[config.mk]
export PLATFORM = sky130hd
export DESIGN_NAME = uart_rx
export DESIGN_NICKNAME = d
export VERILOG_FILES = /design/src/rtl/uart_rx.sv
export SDC_FILE = /design/constraint.sdc
export NUM_CORES = 1
export LEC_CHECK = 0
export BUFFER_PORTS_ARGS = -buffer_cell sky130_fd_sc_hd__buf_2
export CORE_UTILIZATION = 50
export CTS_CLUSTER_DIAMETER = 40
export DETAILED_ROUTE_END_ITERATION = 8
export HOLD_SLACK_MARGIN = 0.12
export PLACE_DENSITY = 0.69
export SLEW_MARGIN = 40
export SYNTH_ARGS = -nofsm -noshare
export SYNTH_HDL_FRONTEND = slang
export SYNTH_SLANG_ARGS = --single-unit
[constraint.sdc]
create_clock -name clk -period 4.4 [get_ports clk]
set_input_delay 0.88 -clock clk [delete_from_list [all_inputs] [get_ports clk]]
set_output_delay 0.88 -clock clk [all_outputs]
set_load 0.03 [all_outputs]
[src/rtl/uart_rx.sv]
// UART receiver with 16x oversampling, optional parity and a one-deep holding register.
// Frames that finish while the holding register is still full are dropped.
package uart_rx_pkg;
  typedef enum logic [2:0] {
    IDLE,
    START,
    DATA,
    PARITY,
    STOP
  } e_fsm_state;
endpackage

module uart_rx
  import uart_rx_pkg::*;
#(
  parameter int unsigned CLK_DIV    = 4,
  parameter int unsigned DATA_BITS  = 8,
  parameter int unsigned PARITY_EN  = 1,
  parameter int unsigned PARITY_ODD = 0
) (
  input  logic                 clk,
  input  logic                 rst_n,
  input  logic                 rx_i,
  output logic [DATA_BITS-1:0] rx_data_o,
  output logic                 rx_valid_o,
  input  logic                 rx_ready_i,
  output logic                 parity_err_o,
  output logic                 frame_err_o,
  output logic                 overrun_o,
  output logic                 busy_o
);

  localparam int unsigned DW = (CLK_DIV > 1) ? $clog2(CLK_DIV) : 1;
  localparam logic [DW-1:0] DIV_LAST = DW'(CLK_DIV - 1);
  localparam logic [3:0] LAST_BIT = 4'(DATA_BITS - 1);
  localparam logic ODD = (PARITY_ODD != 0);
  localparam logic PEN = (PARITY_EN != 0);

  e_fsm_state state_q, state_d;
  logic sync1_q, sync1_d;
  logic sync2_q, sync2_d;
  logic prev_q, prev_d;
  logic [DW-1:0] div_q, div_d;
  logic [3:0] os_q, os_d;
  logic [3:0] bit_q, bit_d;
  logic [DATA_BITS-1:0] shift_q, shift_d;
  logic perr_q, perr_d;
  logic [DATA_BITS-1:0] data_q, data_d;
  logic valid_q, valid_d;
  logic par_o_q, par_o_d;
  logic frm_o_q, frm_o_d;
  logic ovr_q, ovr_d;
  logic tick;
  logic done;
  logic rx_s;

  assign rx_s = sync2_q;
  assign tick = (div_q == DIV_LAST);

  always_comb begin
    state_d = state_q;
    sync1_d = rx_i;
    sync2_d = sync1_q;
    prev_d  = sync2_q;
    div_d   = tick ? '0 : div_q + 1'b1;
    os_d    = tick ? os_q + 4'd1 : os_q;
    bit_d   = bit_q;
    shift_d = shift_q;
    perr_d  = perr_q;
    data_d  = data_q;
    valid_d = valid_q;
    par_o_d = par_o_q;
    frm_o_d = frm_o_q;
    ovr_d   = 1'b0;
    done    = 1'b0;

    unique case (state_q)
      IDLE: begin
        if (prev_q && !rx_s) begin
          state_d = START;
          div_d   = '0;
          os_d    = '0;
          bit_d   = '0;
          perr_d  = 1'b0;
        end
      end
      START: begin
        if (tick && os_q == 4'd7) begin
          state_d = rx_s ? IDLE : DATA;
          os_d    = '0;
          bit_d   = '0;
        end
      end
      DATA: begin
        if (tick && os_q == 4'd15) begin
          shift_d = {rx_s, shift_q[DATA_BITS-1:1]};
          bit_d   = bit_q + 4'd1;
          if (bit_q == LAST_BIT) begin
            state_d = PEN ? PARITY : STOP;
            os_d    = '0;
            bit_d   = '0;
          end
        end
      end
      PARITY: begin
        if (tick && os_q == 4'd15) begin
          perr_d  = rx_s ^ (^shift_q) ^ ODD;
          state_d = STOP;
          os_d    = '0;
          bit_d   = '0;
        end
      end
      STOP: begin
        if (tick && os_q == 4'd15) begin
          done    = 1'b1;
          state_d = IDLE;
          os_d    = '0;
          bit_d   = '0;
        end
      end
      default: state_d = IDLE;
    endcase

    // Holding register: a consumer pop and a new load may share a cycle
    if (done && (!valid_q || rx_ready_i)) begin
      data_d  = shift_q;
      par_o_d = perr_d;
      frm_o_d = ~rx_s;
      valid_d = 1'b1;
    end else if (done) begin
      ovr_d = 1'b1;
    end else if (valid_q && rx_ready_i) begin
      valid_d = 1'b0;
    end
  end

  always_ff @(posedge clk or negedge rst_n) begin
    if (!rst_n) begin
      state_q <= IDLE;
      sync1_q <= 1'b1;
      sync2_q <= 1'b1;
      prev_q  <= 1'b1;
      div_q   <= '0;
      os_q    <= '0;
      bit_q   <= '0;
      shift_q <= '0;
      perr_q  <= 1'b0;
      data_q  <= '0;
      valid_q <= 1'b0;
      par_o_q <= 1'b0;
      frm_o_q <= 1'b0;
      ovr_q   <= 1'b0;
    end else begin
      state_q <= state_d;
      sync1_q <= sync1_d;
      sync2_q <= sync2_d;
      prev_q  <= prev_d;
      div_q   <= div_d;
      os_q    <= os_d;
      bit_q   <= bit_d;
      shift_q <= shift_d;
      perr_q  <= perr_d;
      data_q  <= data_d;
      valid_q <= valid_d;
      par_o_q <= par_o_d;
      frm_o_q <= frm_o_d;
      ovr_q   <= ovr_d;
    end
  end

  assign rx_data_o    = data_q;
  assign rx_valid_o   = valid_q;
  assign parity_err_o = par_o_q;
  assign frame_err_o  = frm_o_q;
  assign overrun_o    = ovr_q;
  assign busy_o       = (state_q != IDLE);

endmodule

=== Yosys cells after proc, flatten, opt, wreduce, memory -nomap -nowiden ===
Cells that the tools add are included.
W data, S select, Z words.

* Bits of input ports: 4
* Output and inout bits: 13
* Register bits after elaboration: 37

* Reduce and logical (&&, ||, !) cells: 18
* Add/subtract/negate cells: 3
* Mux-type cells: 34
* Equal/unequal tests: 16
* Bitwise logic cells: 2

{| class="wikitable"
|+ Operators with widths
! kind !! number
|-
| $mux W4 || 11
|-
| $pmux W4 S4 || 2
|-
| $mux W3 || 6
|-
| $pmux W3 S5 || 1
|-
| $ne A2 B2 Y1 const B || 6
|-
| $mux W1 || 9
|-
| $add A4 B1 Y4 const B || 2
|-
| $eq A4 B3 Y1 const B || 2
|-
| $mux W2 || 4
|-
| $reduce_xor A8 Y1 || 1
|-
| $eq A3 B2 Y1 const B || 2
|-
| $reduce_and A6 Y1 || 1
|-
| $logic_and A1 B1 Y1 || 5
|-
| $reduce_and A5 Y1 || 1
|-
| $eq A4 B4 Y1 const B || 1
|-
| $ne A2 B1 Y1 const B || 2
|-
| $reduce_and A2 Y1 || 2
|-
| $reduce_bool A4 Y1 || 1
|-
| $eq A3 B1 Y1 const B || 1
|-
| $eq A3 B3 Y1 const B || 1
|-
| $logic_not A3 Y1 || 1
|-
| $reduce_bool A3 Y1 || 1
|-
| $add A2 B1 Y2 const B || 1
|-
| $eq A2 B2 Y1 const B || 1
|-
| 7 further kinds || 8
|}

=== Logic depth before layout (Yosys ltp) ===
Gate-level depths: netlist of the first run.

* Depth in word-level cells: 7
* Mapped depth: 8

=== Least setup slack after synthesis of the first run ===
No wires, ideal clock.

* Path type: register -> register
* From: reg div_q[0]
* To: reg bit_q[0]
* Arrival: 1.852 ns
* Cell stages (with the launch flop): 9
* Period minus slack after synthesis: 1.977 ns
* Library setup time: 0.125 ns
* Buffers on the path: 3
* Path slack: 2.423 ns
* Cell sequence: dfrtp_1 ha_1 buf_6 and4_1 buf_6 and3_4 or3_1 buf_6 mux2_4

* Longest elaborated chain between the ends: 4

{| class="wikitable"
|+ RTL lines
! element !! RTL line !! text
|-
| start, declared || 43 || <nowiki>logic [DW-1:0] div_q, div_d;</nowiki>
|-
| start signal, assigned || 158 || <nowiki>div_q <= div_d;</nowiki>
|-
| $eq A2 B2 Y1 (*) || 58 || <nowiki>assign tick = (div_q == DIV_LAST);</nowiki>
|-
| $logic_and A1 B1 Y1 (on tied branches) || -- ||
|-
| $ne A2 B1 Y1 (no line) or $ne A2 B2 Y1 (tied branches) || -- ||
|-
| $reduce_and A5 Y1 (no line) (*) || -- ||
|-
| end signal, assigned || 160 || <nowiki>bit_q <= bit_d;</nowiki>
|-
| end, declared || 45 || <nowiki>logic [3:0] bit_q, bit_d;</nowiki>
|}

Every way passes the cells marked *; elsewhere a longest branch is shown, timed or not.
A chain may end at the register's enable or synchronous reset.

=== Final worst setup path of the first run ===
* From: reg state_q[0]
* To: out busy_o

* Longest elaborated chain between the ends: 1

{| class="wikitable"
|+ RTL lines
! element !! RTL line !! text
|-
| start, declared || 39 || <nowiki>e_fsm_state state_q, state_d;</nowiki>
|-
| start signal, assigned || 154 || <nowiki>state_q <= state_d;</nowiki>
|-
| $reduce_bool A3 Y1 || 176 || <nowiki>assign busy_o = (state_q != IDLE);</nowiki>
|-
| end, declared || 30 || <nowiki>output logic busy_o</nowiki>
|}

Every way passes these cells.

==> impl_metrics.yaml, run 1 <==
status:
  outcome: "complete, no violations"
worst_setup_path:
  critPathLaunchType: "flop"
  r2r-start: "div_q[0]"
  worstSetupPathType: "flop to primary output"
  cp.required_ns: 3.52
  critical_path_arrival_ns: 1.52
  endpoint_kind: "primary output"
  r2r_setup_slack_ns: 2.30
  r2r_cells: 4
  r2r_end: "rx_data_o[6]"
  cp_max_fo: 11
synthesis:
  ys_seq_area_share_pct: 53.9
  synth_fp_nets: 147
  yosysTopAreaCell: "dfrtp_1"
  syn-mean-instance-area_um2: 12.3
  synth_top_area_share_pct: 49.3
  ys_types: 39
  ys_warn_count: 0
  synth_area_leaders: "dfrtp_1 49%, mux2_2 11%, dfstp_2 4.6%, xnor2_1 4.1%, ha_1 2.2%"
  synth_seq_cells: 37
  netlist_area_um2: 1730
  syn_inst: 140
route:
  ant_nets: 0
  routed_via_density: 5.47
  first_pass_iters: 4
  via_count: 1093
  drtIter0Drc: 41
  detail_route.wl_per_cell_um: 13.9
  wl_um: 2780
  drc: 0
clocking:
  clk_pin_slew_ns: 0.10
  cts_setup_buffers: 0
  post_cts_resize_count: 0
  insertion_delay_ns: 0.35
  cts_tree: "done"
  clockBufferDepth: 2
  cts.sinks: 37
  clock-root-buffer: "clkbuf_4"
  cts-buffers-inserted: 5
  htreeDepth: 2
  hold_buffers: 0
cells_and_area:
  drive_above_1_share_pct: 32.7
  fin_area_um2: 1890
  mostFrequentLayoutCells: "34 x dfrtp_1, 17 x mux2_2, 15 x buf_2, 8 x xnor2_1, 8 x nand2_1"
  layout.nets: 162
  diodes: 0
  area_delta_synth_final_pct: 9.50
  final_common_cell: "dfrtp_1"
  fin_util_pct: 59.9
global_routing:
  antenna_found_initial: 0
  grt_pass1_wl_um: 4840
  overflow: 0
  grt_max_degree: 38
  grt.total_usage_pct: 18.7
  grt_pass1_vias: 1059
power_and_ir_drop:
  power.density_nw_per_um2: 420
  p_int_uw: 572
  power_frac_comb_pct: 17.7
  p_sw_share_pct: 28.0
  ir_drop_v: 0.000265
  power_switching_uw: 222
  seqPwrFrac_pct: 51.6
  clock_power_share_pct: 30.7
  total_power_uw: 794
  p_leak_nw: 0.909
die:
  top_level_ports: 17
  dieArea_um2: 3690
  chipWidth_um: 60.7
  fp-row-count: 20
  initial_utilization_pct: 54.7
  die_h_um: 60.7
  core-area_um2: 3150
placed_design:
  routabilityCongestion: 0.739
  placed_cell_area_um2: 1800
  dp_hpwl_um: 1970
  portBuffers: 16
sta:
  tightest_slew_ns: 0.581
  fin_crit_ns: 2.40
  finalHoldViolations: 0
  fin_worst_skew_ns: 0.0143
  tns_ns: 0
  maxSlewViolCount: 0
  fmax_mhz: 417
  setup_viol: 0
  rsz0062_at_grt: "false"
  slew_headroom_pct: 60.9
  fin_crit_sh_pct: 54.5
min_path:
  hp-start: "sync1_q"
  holdPathEnd: "prev_d"
  hp-class: "flop to flop"
  min_path_cells: 0
run:
  maxCapViolations: 0
## Yosys cell counts
master,instances
a211oi_1,1
a21boi_2,1
a21oi_1,5
a31oi_1,1
a32o_1,2
and2_1,1
and2_2,1
and3_2,1
and3_4,1
and4_1,1
buf_2,5
buf_6,3
dfrtp_1,34
dfstp_2,3
ha_1,3
inv_1,4
mux2_2,17
mux2_4,1
mux2i_1,3
nand2_1,8
nand2b_1,2
nand3_1,4
nand3b_1,1
nand4_1,2
nor2_1,6
nor2b_1,1
nor3_1,3
nor3b_2,1
o211ai_1,1
o21a_1,1
o21ai_0,4
o21ai_2,1
o31ai_1,2
or2_2,1
or3_1,2
or4b_1,1
xnor2_1,8
xnor3_1,1
xor2_1,2
## registers in the layout, summed over array words and instances (netlist names)
name	cells
perr_q	1
rx_valid_o	1
bit_q	4
div_q	2
prev_q	1
sync1_q	1
state_q	3
os_q	4
prev_d	1
rx_data_o	8
overrun_o	1
frame_err_o	1
parity_err_o	1
shift_q	8
## worst max-delay path: stages, from the launching register on
cell and delay, ns:
dfrtp_1 0.52, or3_1 0.46, buf_2 0.20
## metrics by stage
stage          hold WS, ns  setup WS [ns]  std cells
3_5_place_dp         0.350           2.22        192
4_1_cts              0.365           2.00        200
3_3_place_gp         0.348           2.28        192
6_report             0.363           2.00        200
5_1_grt              0.371           1.94        200
2_1_floorplan        0.345           2.42        140
## how the worst max path moves through the flow
stage,start,slack [ns],depth (start not counted),end
floorplan,div_q[0],2.42,8,bit_q[0]
global placement,rx_ready_i,2.28,4,rx_data_o[4]
detailed placement,rx_ready_i,2.22,4,rx_data_o[3]
CTS,state_q[0],2.00,2,busy_o
global route,state_q[0],1.94,2,busy_o
finish,state_q[0],2.00,2,busy_o
## cell families (layout without fill, tap and decap cells)
| kind of cell | count (synthesis) | after routing | synth area share, % |
|---|---|---|---|
| multiplexers | 21 | 21 | 13.7 |
| adder cells (fa/ha/maj) | 3 | 3 | 2.18 |
| AO/OA/AOI/OAI | 19 | 19 | 7.47 |
| XOR/XNOR | 11 | 11 | 6.38 |
| buffers and inverters | 12 | 28 | 4.28 |
| AND/OR/NAND/NOR | 37 | 37 | 12.1 |
| flip-flops | 37 | 37 | 53.9 |
## cell type report
| cell class | instances | area (µm²) |
|---|---|---|
| repair buffers | 16 | 82.6 |
| multi-input cells | 91 | 722 |
| flip-flops and latches | 37 | 930 |
| clock inverters | 1 | 30.0 |
| clock buffers | 7 | 55.1 |
| well taps | 44 | 55.1 |
| fillers | 276 | 1260 |
| inverters | 4 | 15.0 |
## per-layer routing
metal | part of all wire (%) | GRT usage (%)
met5 | 0 | 0
met4 | 1.5 | 7.47
met3 | 4.7 | 7.25
met1 | 46 | 23.8
met2 | 48 | 28.7
## power by group through the flow
stage | clock network (mW) | registers (mW) | logic, mW
6_report | 0.244 | 0.410 | 0.140
5_1_grt | 0.271 | 0.417 | 0.162
3_5_place_dp | 0 | 0.417 | 0.142
3_3_place_gp | 0 | 0.412 | 0.135
4_1_cts | 0.249 | 0.410 | 0.143
2_1_floorplan | 0 | 0.395 | 0.138
No activity file was read; power rests on OpenSTA's default activity.
==> inputs of run 2 (changes only) <==
- ABC_AREA: unset -> 1
- clock period: 4.4 -> 2.26 ns (I/O delays scaled with it)
==> run 2 against run 1 <==
Compared with the run above: synthesized cell count increased by 48%; utilization decreased by 1.9 points; combinational power increased to 4.2 times the previous value; final cell count increased by 38%; count of clock-buffer cells in the layout increased by 1; clock power increased by 30%; clock skew decreased by 0.0041 ns; worst hold slack got worse by 0.14 ns; routed wire length increased by 3.4%; first-iteration DRC count increased by 110%; sequential power increased by 100%.
==> impl_metrics.yaml, run 2 <==
clocking:
  clk_pin_slew_ns: 0.09
  hold_buffers: 0
  clockBufferDepth: 2
  cts_setup_buffers: 0
  insertion_delay_ns: 0.32
  post_cts_resize_count: 0
  htreeDepth: 2
  cts-buffers-inserted: 5
  cts.sinks: 37
  cts_tree: "done"
  clock-root-buffer: "clkbuf_4"
route:
  wl_um: 2880
  drc: 0
  drtIter0Drc: 87
  routed_via_density: 4.82
  first_pass_iters: 4
  ant_nets: 0
  via_count: 1330
  detail_route.wl_per_cell_um: 10.4
synthesis:
  ys_types: 28
  syn-mean-instance-area_um2: 8.69
  synth_seq_cells: 37
  synth_edf_count: 0
  synth_flop_cell: "dfrtp_1"
  async_flop_share_pct: 100
  synth_area_leaders: "dfrtp_1 47%, nand2_1 14%, inv_1 4.6%, dfstp_2 4.4%, o21ai_2 3.9%"
  netlist_area_um2: 1800
  yosysTopAreaCell: "dfrtp_1"
  ys_seq_area_share_pct: 51.7
  ys_warn_count: 0
  synth_top_area_share_pct: 47.3
  synth_fp_nets: 214
  syn_inst: 207
  yosysMostFrequentCell: "nand2_1"
  synth_common_cells: "65 x nand2_1, 34 x dfrtp_1, 22 x inv_1"
power_and_ir_drop:
  power_switching_uw: 654
  p_sw_share_pct: 37.7
  power_frac_comb_pct: 33.9
  p_leak_nw: 0.985
  seqPwrFrac_pct: 47.8
  p_int_mw: 1.08
  clock_power_share_pct: 18.4
  ir_drop_v: 0.000492
  power.density_nw_per_um2: 882
worst_setup_path:
  r2r_cells: 8
  crit_path_top_delay_cell: "dfrtp_1"
  path_depth: 8
  endpoint_kind: "flop"
  worstSetupPathType: "flop to flop"
  crit_chain: "ha_1 -> inv_2 -> nor3_4 -> nand2_2 -> a21oi_2 -> nand3_1 -> nor2_2 -> nor3_1"
  cp.required_ns: 2.46
  critPathTopFamily: "simple AND/OR/NAND/NOR gates"
  r2r_setup_slack_ns: 0.42
  worst-path-buf-inv: 1
  cp_slowest_stage_delay_ns: 0.36
  critPathLaunchType: "flop"
  critical_path_arrival_ns: 2.05
  cp_max_fo: 6
sta:
  tns_ns: 0
  fin_crit_ns: 1.84
  slew_headroom_pct: 68.5
  fin_crit_sh_pct: 81.5
  fmax_mhz: 543
  maxSlewViolCount: 0
  finalHoldViolations: 0
  tightest_slew_ns: 0.470
  setup_viol: 0
  fin_worst_skew_ns: 0.0102
  rsz0062_at_grt: "false"
placed_design:
  portBuffers: 16
  dp_cells: 267
  dp_hpwl_um: 2090
  routabilityCongestion: 0.902
global_routing:
  grt_pass1_vias: 1219
  antenna_found_initial: 0
  grt_pass1_wl_um: 5210
  grt_max_degree: 38
  grt.total_usage_pct: 18.9
  overflow: 0
die:
  core-area_um2: 3390
  die_h_um: 62.0
  initial_utilization_pct: 53.0
  dieArea_um2: 3840
  fp-row-count: 21
  chipWidth_um: 62.0
  top_level_ports: 17
cells_and_area:
  final_common_cell: "nand2_1"
  layout.cells.non_filler: 276
  mostFrequentLayoutCells: "65 x nand2_1, 34 x dfrtp_1, 22 x inv_1, 15 x buf_2, 14 x nor2_1"
  area_delta_synth_final_pct: 9.33
  drive_above_1_share_pct: 20.4
  diodes: 0
  layout.nets: 236
min_path:
  min_path_cells: 1
  hp-class: "input port to flop"
run:
  maxCapViolations: 0
status:
  outcome: "complete, no violations"
==> run 2: layout make-up <==
class,instances,area [µm²]
Sequential cell,37,930
Fill cell,318,1420
Inverter,25,96.3
Multi-Input combinational cell,143,741
Clock buffer,8,48.8
Tap cell,46,57.6
Timing Repair Buffer,17,92.6
==> run 2: routing by layer <==
metal  global-route usage, %  wire (µm)  vias up
li1                        -          -      706
met1                    25.4       1470      597
met2                    28.9       1270       25
met3                    4.97        103        2
met4                    7.94         28        0
met5                       0          0        -
==> run 2: worst paths after layout <==
kind,start,endpoint
min,rx_i,sync1_q
max in group asynchronous,rst_n,prev_d
max,div_q[0],os_q[1]
max reg2reg,div_q[0],os_q[1]
min reg2reg,sync1_q,prev_d
min in group asynchronous,rst_n,rx_data_o[2]
==> run 2: cell families after synthesis <==
family | after synthesis | synth area share [%]
AO/OA/AOI/OAI | 31 | 11.3
XOR/XNOR | 3 | 1.46
adder cells (fa/ha/maj) | 3 | 2.09
buffers and inverters | 27 | 7.10
flip-flops | 37 | 51.7
AND/OR/NAND/NOR | 106 | 26.4
==> run 2: power by group through the flow <==
stage | logic, mW | registers, mW | clock network, mW
final | 0.587 | 0.828 | 0.318
after global routing | 0.677 | 0.843 | 0.368
after floorplan | 0.461 | 0.841 | 0
after CTS | 0.594 | 0.828 | 0.339
after detailed placement | 0.595 | 0.839 | 0
after global placement | 0.585 | 0.842 | 0
==> run 2: worst reg2reg max path, delay by kind of cell (launching register included) <==
family / cells / cell delay (ns)
buffers and inverters: 1 / 0.08
DFF: 1 / 0.36
and+or+nand+nor: 5 / 0.82
AOI/OAI and AO/OA: 1 / 0.18
adders and majority gates: 1 / 0.29
==> run 2: per-stage QoR <==
stage	setup slack [ns]	util, %	instance area (µm²)	hold WS (ns)	total power, mW
floorplan	0.634	-	1800	0.156	1.30
global placement	0.542	56.2	1900	0.346	1.43
detailed placement	0.423	56.2	1900	0.351	1.43
CTS	0.401	57.6	1950	0.205	1.76
global route	0.225	58.0	1970	0.190	1.89
finish	0.418	58.0	1970	0.227	1.73
==> inputs of run 3 (changes only) <==
- ABC_AREA: 1 -> 0
- clock period: 2.26 -> 1.9 ns (I/O delays scaled with it)
==> run 3 against run 2 <==
Compared with the run above: critical path depth is 3 lower; count of clock-buffer cells in the layout is 2 lower; sequential power is 11% higher; critical path type unchanged; register-to-register slack worse by 0.34 ns; worst hold slack better by 0.085 ns; sequential share of layout area is 2.0 points lower; first-iteration DRC count is 75% lower.
==> impl_metrics.yaml, run 3 (synthesis results as in run 1) <==
global_routing:
  antenna_found_initial: 0
  grt_pass1_wl_um: 4840
  grt_pass1_vias: 1070
  grt_max_degree: 21
  overflow: 0
  grt.total_usage_pct: 18.8
worst_setup_path:
  cp.required_ns: 2.14
  cp_max_fo: 5
  r2r_cells: 5
  worstSetupPathType: "flop to flop"
  critPathLaunchType: "flop"
  r2r-start: "os_q[1]"
  critical_path_arrival_ns: 2.07
  crit_start: "os_q[1]"
  endpoint_kind: "flop"
clocking:
  cts_setup_buffers: 0
  cts_tree: "done"
  htreeDepth: 2
  cts.sinks: 37
  clk_pin_slew_ns: 0.11
  clock-root-buffer: "clkbuf_4"
  insertion_delay_ns: 0.35
  clockBufferDepth: 2
  cts-buffers-inserted: 5
placed_design:
  pre_cts_ws_ns: 0.0268
  placed_cell_area_um2: 1940
  dp_hpwl_um: 2200
  dp_cells: 206
  portBuffers: 16
  routabilityCongestion: 0.750
power_and_ir_drop:
  power.density_nw_per_um2: 949
  ir_drop_v: 0.000780
  seqPwrFrac_pct: 47.1
  p_leak_nw: 0.996
  clock_power_share_pct: 29.7
  total_power_mw: 1.95
  power_switching_uw: 552
  p_int_mw: 1.40
  power_frac_comb_pct: 23.2
  p_sw_share_pct: 28.3
sta:
  fmax_mhz: 548
  layout_setup_ws_ns: 0.0767
  fin_worst_skew_ns: 0.0159
  rsz0062_at_grt: "false"
  fin_crit_ns: 1.82
  tns_ns: 0
  tightest_slew_ns: 0.537
  fin_crit_sh_pct: 96.0
  finalHoldViolations: 0
  slew_headroom_pct: 63.8
  setup_viol: 0
  maxSlewViolCount: 0
route:
  wl_um: 2930
  detail_route.wl_per_cell_um: 13.6
  ant_nets: 0
  via_count: 1166
  routed_via_density: 5.40
  drc: 0
  first_pass_iters: 4
  drtIter0Drc: 22
die:
  top_level_ports: 17
  initial_utilization_pct: 54.7
  fp-row-count: 20
  core-area_um2: 3150
  dieArea_um2: 3690
  die_h_um: 60.7
  chipWidth_um: 60.7
cells_and_area:
  drive_above_1_share_pct: 40.1
  fin_area_um2: 2050
  mostFrequentLayoutCells: "34 x dfrtp_1, 17 x mux2_2, 16 x buf_2, 12 x buf_4"
  diodes: 0
  fill_cells: 258
  layout.cells.non_filler: 216
  area_delta_synth_final_pct: 19.0
  layout.nets: 178
  final_common_cell: "dfrtp_1"
min_path:
  min_path_cells: 3
  hp-start: "rx_ready_i"
  hp-class: "input port to flop"
run:
  maxCapViolations: 0
status:
  outcome: "complete, no violations"
-- run 3: area by class of cell --
class / instances / area, µm² / share of cell area (%)
multi-input cells: 91 / 734 / 35.8
repair buffers: 32 / 230 / 11.2
well taps: 44 / 55.1 / 2.68
inverters: 4 / 15.0 / 0.731
clock inverters: 2 / 37.5 / 1.83
flip-flops and latches: 37 / 930 / 45.3
clock buffers: 6 / 51.3 / 2.50
-- run 3: critical path: stages (launching register included) --
cell and delay (ns):
dfrtp_1 0.42, ha_1 0.21, and3_2 0.23, a21boi_2 0.16
or3_4 0.40, mux2_4 0.30
-- run 3: worst paths after layout --
path / endpoint / slack [ns]
setup / recovery: bit_q[0] / 0.08
hold / removal: overrun_o / 0.31
setup reg to reg: bit_q[0] / 0.08
hold reg to reg: prev_d / 0.36
max in group asynchronous: shift_q[2] / 0.95
min in group asynchronous: shift_q[7] / 0.50
-- run 3: repair_timing --
item	4_1_cts	5_1_grt
endpoints found under the setup margin	0	7
resized for setup	0	1
hold endpoints to repair	17	0
hold buffers	2	0
-- run 3: layer usage --
layer	vias to the layer above	GRT usage, %	routed length [µm]	part of all wire [%]
met5	-	0	0	0
met3	8	4.48	98	3.3
li1	552	-	-	-
met1	585	24.9	1390	47
met4	0	12.3	70	2.4
met2	21	27.6	1370	47
-- run 3: per-stage QoR --
step           utilization, %  hold slack (ns)
2_1_floorplan               -           0.0844
6_report                 65.1            0.312
3_5_place_dp             61.5            0.348
3_3_place_gp             61.5            0.347
5_1_grt                  65.1            0.329
4_1_cts                  65.0            0.294
-- run 3: power groups by stage --
stage                     sequential [mW]  combinational, mW  clock, mW
after detailed placement            0.935              0.444          0
after CTS                           0.918              0.454      0.594
after global routing                0.926              0.493      0.631
after floorplan                     0.915              0.334          0
after global placement              0.927              0.428          0
final                               0.919              0.452      0.579
